$ cat config.mk
export PLATFORM = sky130hd
export DESIGN_NAME = timer_dev_flat
export DESIGN_NICKNAME = d
export VERILOG_FILES = /design/src/rtl/timer_dev_pkg.sv /design/src/rtl/timer_dev_if.sv /design/src/rtl/timer_dev.sv /design/src/flat_wrapper.sv
export SDC_FILE = /design/constraint.sdc
export NUM_CORES = 1
export LEC_CHECK = 0
export CAP_MARGIN = 20
export CORE_MARGIN = 2
export CORE_UTILIZATION = 49
export CTS_BUF_LIST = sky130_fd_sc_hd__clkbuf_16
export DETAILED_ROUTE_END_ITERATION = 7
export GPL_TIMING_DRIVEN = 0
export PLACE_DENSITY = 0.83
export SLEW_MARGIN = 40
export SYNTH_ARGS = -nofsm -noshare
export SYNTH_HDL_FRONTEND = slang
export SYNTH_SLANG_ARGS = --single-unit
$ cat constraint.sdc
create_clock -name clk -period 7.4 [get_ports clk]
set_input_delay 0.74 -clock clk [delete_from_list [all_inputs] [get_ports clk]]
set_output_delay 0.74 -clock clk [all_outputs]
set_load 0.005 [all_outputs]
$ cat src/rtl/timer_dev_pkg.sv
// Shared definitions for the countdown timer peripheral: register offsets,
// CTRL bit positions, mode encodings and the sequencer state type.
package timer_pkg;

    localparam logic [1:0] REG_CTRL   = 2'd0;
    localparam logic [1:0] REG_PRESET = 2'd1;
    localparam logic [1:0] REG_COUNT  = 2'd2;

    localparam int CTRL_W       = 4;
    localparam int CTRL_EN      = 0;
    localparam int CTRL_MODE_LO = 1;
    localparam int CTRL_MODE_HI = 2;
    localparam int CTRL_IM      = 3;

    localparam logic [1:0] MODE_ONESHOT = 2'b00;
    localparam logic [1:0] MODE_RELOAD  = 2'b01;

    typedef enum logic [1:0] {
        IDLE = 2'd0,
        LOAD = 2'd1,
        CNT  = 2'd2,
        INT  = 2'd3
    } state_t;

endpackage

$ cat src/rtl/timer_dev_if.sv
// Bridge-side bus of the timer: the bridge (master) drives address, strobe and
// write data; the timer (slave) answers with read data and its interrupt line.
interface timer_dev_if;
    logic [31:0] addr;
    logic        WE;
    logic [31:0] WD;
    logic [31:0] RD;
    logic        IRQ;

    modport master (output addr, output WE, output WD, input RD, input IRQ);
    modport slave  (input addr, input WE, input WD, output RD, output IRQ);
endinterface

$ cat src/rtl/timer_dev.sv
// Memory-mapped countdown timer: CTRL/PRESET/COUNT registers, a four-state
// load/count/interrupt sequencer and a combinational read mux.
module timer_dev
    import timer_pkg::*;
#(
    parameter int CNT_W     = 32,
    parameter bit RELOAD_EN = 1'b1
) (
    input  logic        clk,
    input  logic        reset,
    timer_dev_if.slave  bus
);

    logic [CTRL_W-1:0] ctrl_reg,     ctrl_next;
    logic [CNT_W-1:0]  preset_reg,   preset_next;
    logic [CNT_W-1:0]  count_reg,    count_next;
    logic              irq_flag_reg, irq_flag_next;
    state_t            state_reg,    state_next;

    logic        wr_ctrl;
    logic        wr_preset;
    logic        reload_mode;
    logic        irq_set;
    logic [31:0] rd_val;
    logic        unused_bus;

    assign wr_ctrl     = bus.WE && (bus.addr[3:2] == REG_CTRL);
    assign wr_preset   = bus.WE && (bus.addr[3:2] == REG_PRESET);
    assign reload_mode = RELOAD_EN && (ctrl_reg[CTRL_MODE_HI:CTRL_MODE_LO] == MODE_RELOAD);
    assign unused_bus  = ^{bus.addr[31:4], bus.addr[1:0], bus.WD[31:CTRL_W]};

    always_ff @(posedge clk or negedge reset) begin
        if (!reset) begin
            ctrl_reg     <= '0;
            preset_reg   <= '0;
            count_reg    <= '0;
            irq_flag_reg <= 1'b0;
            state_reg    <= IDLE;
        end else begin
            ctrl_reg     <= ctrl_next;
            preset_reg   <= preset_next;
            count_reg    <= count_next;
            irq_flag_reg <= irq_flag_next;
            state_reg    <= state_next;
        end
    end

    always_comb begin
        ctrl_next     = ctrl_reg;
        preset_next   = preset_reg;
        count_next    = count_reg;
        irq_flag_next = irq_flag_reg;
        state_next    = state_reg;
        irq_set       = 1'b0;

        case (state_reg)
            IDLE: begin
                if (ctrl_reg[CTRL_EN]) state_next = LOAD;
            end
            LOAD: begin
                count_next = preset_reg;
                state_next = CNT;
            end
            CNT: begin
                if (!ctrl_reg[CTRL_EN]) begin
                    state_next = IDLE;
                end else if (count_reg > CNT_W'(1)) begin
                    count_next = count_reg - CNT_W'(1);
                end else begin
                    // Terminal step also covers PRESET=0, so COUNT never wraps
                    count_next = '0;
                    irq_set    = 1'b1;
                    state_next = INT;
                end
            end
            INT: begin
                if (reload_mode) begin
                    irq_flag_next = 1'b0;
                    state_next    = LOAD;
                end else begin
                    ctrl_next[CTRL_EN] = 1'b0;
                    state_next         = IDLE;
                end
            end
            default: state_next = IDLE;
        endcase

        // Bus writes are applied last so a CPU write to CTRL overrides the
        // one-shot EN clear in the same cycle.
        if (wr_ctrl)   ctrl_next   = bus.WD[CTRL_W-1:0];
        if (wr_preset) preset_next = bus.WD[CNT_W-1:0];

        if (irq_set)                     irq_flag_next = 1'b1;
        else if (wr_ctrl || wr_preset)   irq_flag_next = 1'b0;
    end

    always_comb begin
        rd_val = '0;
        case (bus.addr[3:2])
            REG_CTRL:   rd_val[CTRL_W-1:0] = ctrl_reg;
            REG_PRESET: rd_val[CNT_W-1:0]  = preset_reg;
            REG_COUNT:  rd_val[CNT_W-1:0]  = count_reg;
            default:    rd_val             = '0;
        endcase
    end

    assign bus.RD  = rd_val;
    assign bus.IRQ = irq_flag_reg & ctrl_reg[CTRL_IM];

endmodule
$ cat src/flat_wrapper.sv
// flat-port wrapper written by rule: the top's interface ports become plain ports
module timer_dev_flat import timer_pkg::*;
#(
    parameter int CNT_W     = 32,
    parameter bit RELOAD_EN = 1'b1
)
  (clk, reset, bus_addr, bus_WE, bus_WD, bus_RD, bus_IRQ);
  timer_dev_if bus_i ();
  input  logic clk;
  input  logic reset;
  input wire logic [$bits(bus_i.addr)-1:0] bus_addr;
  input wire logic [$bits(bus_i.WE)-1:0] bus_WE;
  input wire logic [$bits(bus_i.WD)-1:0] bus_WD;
  output wire logic [$bits(bus_i.RD)-1:0] bus_RD;
  output wire logic [$bits(bus_i.IRQ)-1:0] bus_IRQ;
  assign bus_i.addr = bus_addr;
  assign bus_i.WE = bus_WE;
  assign bus_i.WD = bus_WD;
  assign bus_RD = bus_i.RD;
  assign bus_IRQ = bus_i.IRQ;
  timer_dev #(.CNT_W(CNT_W), .RELOAD_EN(RELOAD_EN)) u_core (.clk(clk), .reset(reset), .bus(bus_i));
endmodule
==> flow_metrics.env, run 1 <==
export IMPL_pwr_density_cell_nw_per_um2=342.1
export IMPL_worst_path_largest_cell_delay_ps=560
export IMPL_detail_route_iter0_violations=340
export IMPL_ant_nets=0
export IMPL_port_buffers=69
export IMPL_drive_gt1_share_pct=13.33
export IMPL_grt_pass1_vias=3852
export IMPL_drt_wl_total_mm=12.77
export IMPL_synthCells=409
export IMPL_die_area_um2=9156
export IMPL_report_final_hold_viol_count=0
export IMPL_grt_use_total_pct=29.44
export IMPL_worst_hold_path_type="in -> async"
export IMPL_areaGrowthSynthToFinish_pct=28.04
export IMPL_clock_tree_from_tritoncts="yes"
export IMPL_die_h_um=95.69
export IMPL_initial_core_utilization_pct=50.38
export IMPL_cts_reportedPaths_clkPinSlew_ps=50
export IMPL_floorplan_core_area_um2=8175
export IMPL_startpoint_type="input pin"
export IMPL_cp_data_required_time_ps=6660
export IMPL_fin_util_pct=64.51
export IMPL_route_detailed_vias_per_inst=6.585
export IMPL_via_count_of_the_routed_design=3951
export IMPL_final_net_count=563
export IMPL_avgSynthCellArea_um2=10.07
export IMPL_synth_sequential_area_ratio_pct=43.13
export IMPL_leakage_power_of_the_design_nw=1.989
export IMPL_final_period_minus_worst_setup_slack_ps=3865
export IMPL_num_antenna_cells=0
export IMPL_postSynthNetCount=482
export IMPL_max_slew_margin_rel_pct=45.70
export IMPL_synth_edff_count=0
export IMPL_place_detailed_hpwl_mm=8.769
export IMPL_max_cap_violations=0
export IMPL_final_fill_count=699
export IMPL_worstMarginPinSlew_ps=807.0
export IMPL_critical_path_slowest_cell="sky130_fd_sc_hd__clkbuf_1"
export IMPL_r2r_end="u_core.count_reg[8]"
export IMPL_status="finished clean"
export IMPL_routedWlPerCell_um=21.28
export IMPL_post_place_ws_ps=3591
export IMPL_htree_levels=3
export IMPL_ioPinCount=100
export IMPL_finalWorstSetupSlack_ps=3535
export IMPL_cts_sinks=71
export IMPL_postSynth_asyncResetShare_pct=100.0
export IMPL_crit_end_category="output pin"
export IMPL_drtPass1Iterations=5
export IMPL_crit_path_cell_trace="clkdlybuf4s50_1 > ha_1 > clkbuf_1 > clkbuf_1 > a22oi_1 > nor2b_1 > clkdlybuf4s50_1"
export IMPL_drc=0
export IMPL_ys_warnings_count=0
export IMPL_finalMaxSlewViolations=0
export IMPL_cts_buffers_inserted=9
export IMPL_cts_hold_buffers=0
export IMPL_synth_flop_cell="sky130_fd_sc_hd__dfrtp_1"
export IMPL_reg2reg_slack_ps=4250
export IMPL_die_w_um=95.69
export IMPL_ys_types=53
export IMPL_cts_repair_timing_setup_buffer_count=0
export IMPL_number_of_antenna_violations_at_the_first_check_in_global_routing=0
export IMPL_fp_row_count=33
export IMPL_timing_setup_tns_ps=0
export IMPL_grt_setup_unrepaired="no"
export IMPL_synth_seq_cells=71
export IMPL_post_cts_resize_count=0
export IMPL_vdd_drop_max_uv=151.8
export IMPL_grt_start_max_net_pins=45
export IMPL_cts_root_buf="sky130_fd_sc_hd__clkbuf_16"
export IMPL_grt_overflow_total=0
export IMPL_insertion_delay_ps=330
export IMPL_timing_rr_start="u_core.state_reg[0]"
export IMPL_finalCritPeriodShare_pct=52.24
export IMPL_post_layout_total_power_mw=1.804
export IMPL_grt_pass1_wl_mm=20.27
export IMPL_netlist_area_um2=4119
export IMPL_crit_path_max_fanout=10
export IMPL_peak_freq_mhz=258.7
export IMPL_timing_critical_path_arrival_ps=3130
export IMPL_max_clock_path_buffers=2
export IMPL_fin_skew_ps=7.830
export IMPL_worstSetupPathType="in -> out"
export IMPL_reg2reg_depth=9
export IMPL_finalWeightedCongestion=0.9736
export IMPL_finalSetupViolations=0
[area by class of cell]
type,instances,area (um2),area share (%)
tap,105,131.4,2.491
sequential,71,1777,33.69
multi-input combinational,299,2208,41.87
clock inverter,7,56.30,1.068
buffer,30,122.6,2.325
inverter,9,33.78,0.6406
timing repair buffer,70,719.4,13.64
clock buffer,9,225.2,4.270
[worst max-delay path by stage]
stage,from,to,cells past startpoint
2_1_floorplan,bus_addr[3],bus_RD[10],6
3_3_place_gp,reset,u_core.count_reg[27],1
3_5_place_dp,bus_addr[3],bus_RD[7],8
4_1_cts,bus_addr[2],bus_RD[21],7
5_1_grt,bus_addr[3],bus_RD[7],8
6_report,bus_addr[2],bus_RD[21],7
[per-stage QoR]
stage,instance area (um2),hold WS [ps],std cells
after floorplan,4119,444.4,409
after global placement,4941,516.7,583
after detailed placement,4976,520.2,584
after CTS,5258,286.1,600
after global routing,5274,285.0,600
final,5274,277.4,600
[critical path, delay by kind of cell]
family | cells | cell delay, ps
buf+inv | 4 | 1860
compound gates | 1 | 140
fa+ha+maj | 1 | 160
simple gates | 1 | 210
[layout by cell type, fill, tap and decap left out, types with 4 or more instances in the layout]
| cell | n |
|---|---|
| sky130_fd_sc_hd__a22oi_1 | 46 |
| sky130_fd_sc_hd__a222oi_1 | 4 |
| sky130_fd_sc_hd__nand2_1 | 21 |
| sky130_fd_sc_hd__nor4_1 | 4 |
| sky130_fd_sc_hd__ha_1 | 6 |
| sky130_fd_sc_hd__nand4_1 | 8 |
| sky130_fd_sc_hd__clkbuf_16 | 9 |
| sky130_fd_sc_hd__nor3_1 | 5 |
| sky130_fd_sc_hd__or4_1 | 7 |
| sky130_fd_sc_hd__clkbuf_1 | 21 |
| sky130_fd_sc_hd__buf_1 | 6 |
| sky130_fd_sc_hd__clkdlybuf4s50_1 | 68 |
| sky130_fd_sc_hd__o311ai_1 | 10 |
| sky130_fd_sc_hd__mux2_2 | 36 |
| sky130_fd_sc_hd__dfrtp_1 | 71 |
| sky130_fd_sc_hd__nor2b_1 | 31 |
| sky130_fd_sc_hd__o211ai_1 | 8 |
| sky130_fd_sc_hd__inv_1 | 11 |
| sky130_fd_sc_hd__nor2_1 | 13 |
| sky130_fd_sc_hd__o21ai_1 | 7 |
| sky130_fd_sc_hd__or3_1 | 5 |
| sky130_fd_sc_hd__a21oi_1 | 13 |
| sky130_fd_sc_hd__o311ai_0 | 4 |
| sky130_fd_sc_hd__nand3_1 | 27 |
[cells in the mapped netlist (all sizes together) (7+ instances only)]
cell | n | share of area (%)
nor2b | 31 | 4.7
clkbuf | 21 | 1.9
nand2 | 21 | 1.9
dfrtp | 71 | 43
buf | 9 | 1.1
or4 | 8 | 1.5
nand4 | 8 | 1.2
nor4 | 8 | 1.7
inv | 9 | 0.82
nand3 | 27 | 3.3
o211ai | 8 | 1.5
nor2 | 13 | 1.2
o21ai | 7 | 0.85
o311ai | 14 | 3.0
a22oi | 46 | 8.4
mux2 | 36 | 9.8
a21oi | 13 | 1.6
[report_power, final]
part           switching, mW  internal [mW]  leakage (nW)
sequential             0.172          0.519         0.855
combinational          0.395          0.300         0.985
clock                  0.162          0.255         0.149
total                  0.729           1.07          1.99
[kinds of logic after synthesis]
| kind of cell | share of synthesized area [%] |
|---|---|
| AOI/OAI and AO/OA | 21.75 |
| adders and majority gates | 1.823 |
| buffers and inverters | 3.797 |
| DFF | 43.13 |
| muxes | 10.09 |
| and+or+nand+nor | 19.41 |
[metal layers]
| metal | GRT usage [%] | vias to the layer above | part of all wire, % |
|---|---|---|---|
| met5 | 0 | - | 0 |
| met4 | 12.14 | 0 | 3.5 |
| met3 | 5.613 | 41 | 9.2 |
| met2 | 47.20 | 251 | 47 |
| met1 | 39.16 | 1914 | 40 |
| li1 | - | 1745 | - |
Power figures use the tool's default switching activity.
==> run 2, diff against run 1 <==
Settings changed: CORE_UTILIZATION 49 to 45, PLACE_DENSITY 0.83 to 0.81.
Clock period 7.4 ns to 3.2 ns, I/O delays scaled along.
==> run 2 against run 1 <==
- clock-buffer cell count did not move
- die area rose by 8.5%
- total power rose by 140%
- routed wire length rose by 2.3%
- clock skew fell by 1.5 ps
- hold slack improved by 130 ps
- sequential cell count did not move
- largest power group unchanged
- highest routed layer unchanged
==> flow_metrics.env, run 2 (synthesized netlist as in run 1, its figures left out) <==
export IMPL_max_clock_path_buffers=2
export IMPL_holdWs_ps=407.2
export IMPL_port_buffers=69
export IMPL_power_frac_comb_pct=37.0
export IMPL_crit_end_category="flip-flop"
export IMPL_initial_core_utilization_pct=46.77
export IMPL_drtPass1Iterations=6
export IMPL_finalMaxSlewViolations=0
export IMPL_route_detailed_vias_per_inst=6.503
export IMPL_via_count_of_the_routed_design=3928
export IMPL_peak_freq_mhz=328.8
export IMPL_clock_tree_from_tritoncts="yes"
export IMPL_startpoint_type="flip-flop"
export IMPL_pwr_share_seq_pct=36.6
export IMPL_number_of_antenna_violations_at_the_first_check_in_global_routing=0
export IMPL_max_cap_violations=0
export IMPL_pwr_density_cell_nw_per_um2=816.6
export IMPL_final_net_count=564
export IMPL_ioPinCount=100
export IMPL_areaGrowthSynthToFinish_pct=29.71
export IMPL_timing_critical_path_arrival_ps=3260
export IMPL_drt_wl_total_mm=13.06
export IMPL_fin_util_pct=60.67
export IMPL_insertion_delay_ps=340
export IMPL_report_final_hold_viol_count=0
export IMPL_final_fill_count=771
export IMPL_cts_sinks=71
export IMPL_grt_pass1_wl_mm=21.07
export IMPL_multi_input_area_um2=2207
export IMPL_drc=0
export IMPL_clkPwrFrac_pct=26.4
export IMPL_htree_levels=3
export IMPL_final_period_minus_worst_setup_slack_ps=3041
export IMPL_net_switching_power_of_the_design_mw=1.709
export IMPL_vdd_drop_max_uv=311.7
export IMPL_ant_nets=0
export IMPL_cts_root_buf="sky130_fd_sc_hd__clkbuf_16"
export IMPL_switching_share_pct=39.17
export IMPL_critical_path_slowest_cell="sky130_fd_sc_hd__a41oi_1"
export IMPL_finalWeightedCongestion=0.9485
export IMPL_p_int_mw=2.654
export IMPL_fp_row_count=34
export IMPL_layout_area_seq_um2=1777
export IMPL_crit_path_max_fanout=9
export IMPL_num_antenna_cells=0
export IMPL_cp_data_required_time_ps=3420
export IMPL_worstSetupPathType="reg -> reg"
export IMPL_floorplan_core_area_um2=8806
export IMPL_final_common_cell="sky130_fd_sc_hd__dfrtp_1"
export IMPL_die_w_um=99.67
export IMPL_leakage_power_of_the_design_nw=2.011
export IMPL_finalCritPeriodShare_pct=95.04
export IMPL_max_slew_margin_rel_pct=46.14
export IMPL_most_common_layout_cells="sky130_fd_sc_hd__dfrtp_1, sky130_fd_sc_hd__clkdlybuf4s50_1, sky130_fd_sc_hd__a22oi_1, sky130_fd_sc_hd__mux2_2, sky130_fd_sc_hd__nor2b_1"
export IMPL_die_h_um=99.67
export IMPL_grt_use_total_pct=27.42
export IMPL_cts_reportedPaths_clkPinSlew_ps=60
export IMPL_grt_setup_unrepaired="no"
export IMPL_finalSetupViolations=0
export IMPL_die_area_um2=9934
export IMPL_detail_route_iter0_violations=498
export IMPL_grt_start_max_net_pins=48
export IMPL_worst_hold_path_type="in -> async"
export IMPL_worstMarginPinSlew_ps=797.4
export IMPL_grt_pass1_vias=3955
export IMPL_grt_overflow_total=0
export IMPL_status="finished clean"
export IMPL_routedWlPerCell_um=21.62
export IMPL_fin_skew_ps=6.313
export IMPL_cts_buffers_inserted=9
export IMPL_place_detailed_hpwl_mm=9.039
export IMPL_drive_gt1_share_pct=13.91
export IMPL_worst_path_largest_cell_delay_ps=630
export IMPL_crit_path_cell_trace="inv_1 > ha_1 > o21ba_2 > and4_1 > a41oi_1 > nand3_1 > o311ai_1"
[run 2: through the flow]
| step | cell area [um2] | power [mW] | worst slack [ps] | setup TNS, ps | instances |
|---|---|---|---|---|---|
| finish | 5343 | 4.363 | 158.8 | 0 | 604 |
| global route | 5343 | 4.610 | 62.13 | 0 | 604 |
| CTS | 5326 | 4.308 | 93.26 | 0 | 604 |
| detailed placement | 4980 | 3.154 | 94.54 | 0 | 587 |
| global placement | 4945 | 3.079 | -692.2 | -48840 | 586 |
| floorplan | 4119 | 2.541 | 882.4 | 0 | 409 |
[run 2: timing repair]
item | CTS | global route
endpoints found under the setup margin | 0 | 6
hold endpoints to repair | 24 | 0
gates resized for setup | 0 | 1
buffers inserted | 0 | 0
hold buffers | 1 | 0
[run 2: metal layers]
metal	wire (um)	GRT usage, %	vias to the layer above
met5	0	0	-
met4	350	11.06	0
met3	1133	5.903	34
met2	6224	43.09	214
met1	5347	37.04	1932
li1	-	-	1748
[run 2: final timing paths]
path	from	endpoint	slack, ps	depth (start not counted)
min in group clk	u_core.ctrl_reg[1]	u_core.ctrl_reg[1]	530	1
worst max-delay path	u_core.count_reg[0]	u_core.count_reg[25]	160	7
max in group asynchronous	reset	u_core.count_reg[27]	2270	3
worst min register to register	u_core.ctrl_reg[1]	u_core.ctrl_reg[1]	530	1
worst max register to register	u_core.count_reg[0]	u_core.count_reg[25]	160	7
worst min-delay path	reset	u_core.preset_reg[31]	410	2
[run 2: power groups by stage]
| stage | combinational (mW) | clock (mW) | sequential [mW] |
|---|---|---|---|
| after floorplan | 1.07 | 0 | 1.47 |
| after global placement | 1.52 | 0 | 1.56 |
| after detailed placement | 1.57 | 0 | 1.58 |
| after CTS | 1.58 | 1.15 | 1.57 |
| after global routing | 1.76 | 1.21 | 1.64 |
| final | 1.61 | 1.15 | 1.60 |
[run 2: area by class of cell]
cell class,instances,area share (%)
multi-input cells,299,41.31
inverters,9,0.6323
flip-flops and latches,71,33.26
repair buffers,71,13.65
clock inverters,7,2.084
plain buffers,30,2.319
clock buffers,9,4.215
well taps,108,2.529
[run 2: critical path, delay by kind of cell, from the launching register on]
family / cells / cell delay [ps]
and+or+nand+nor: 2 / 760
adders and majority gates: 1 / 260
AOI/OAI and AO/OA: 3 / 1310
buffers and inverters: 1 / 120
DFF: 1 / 470
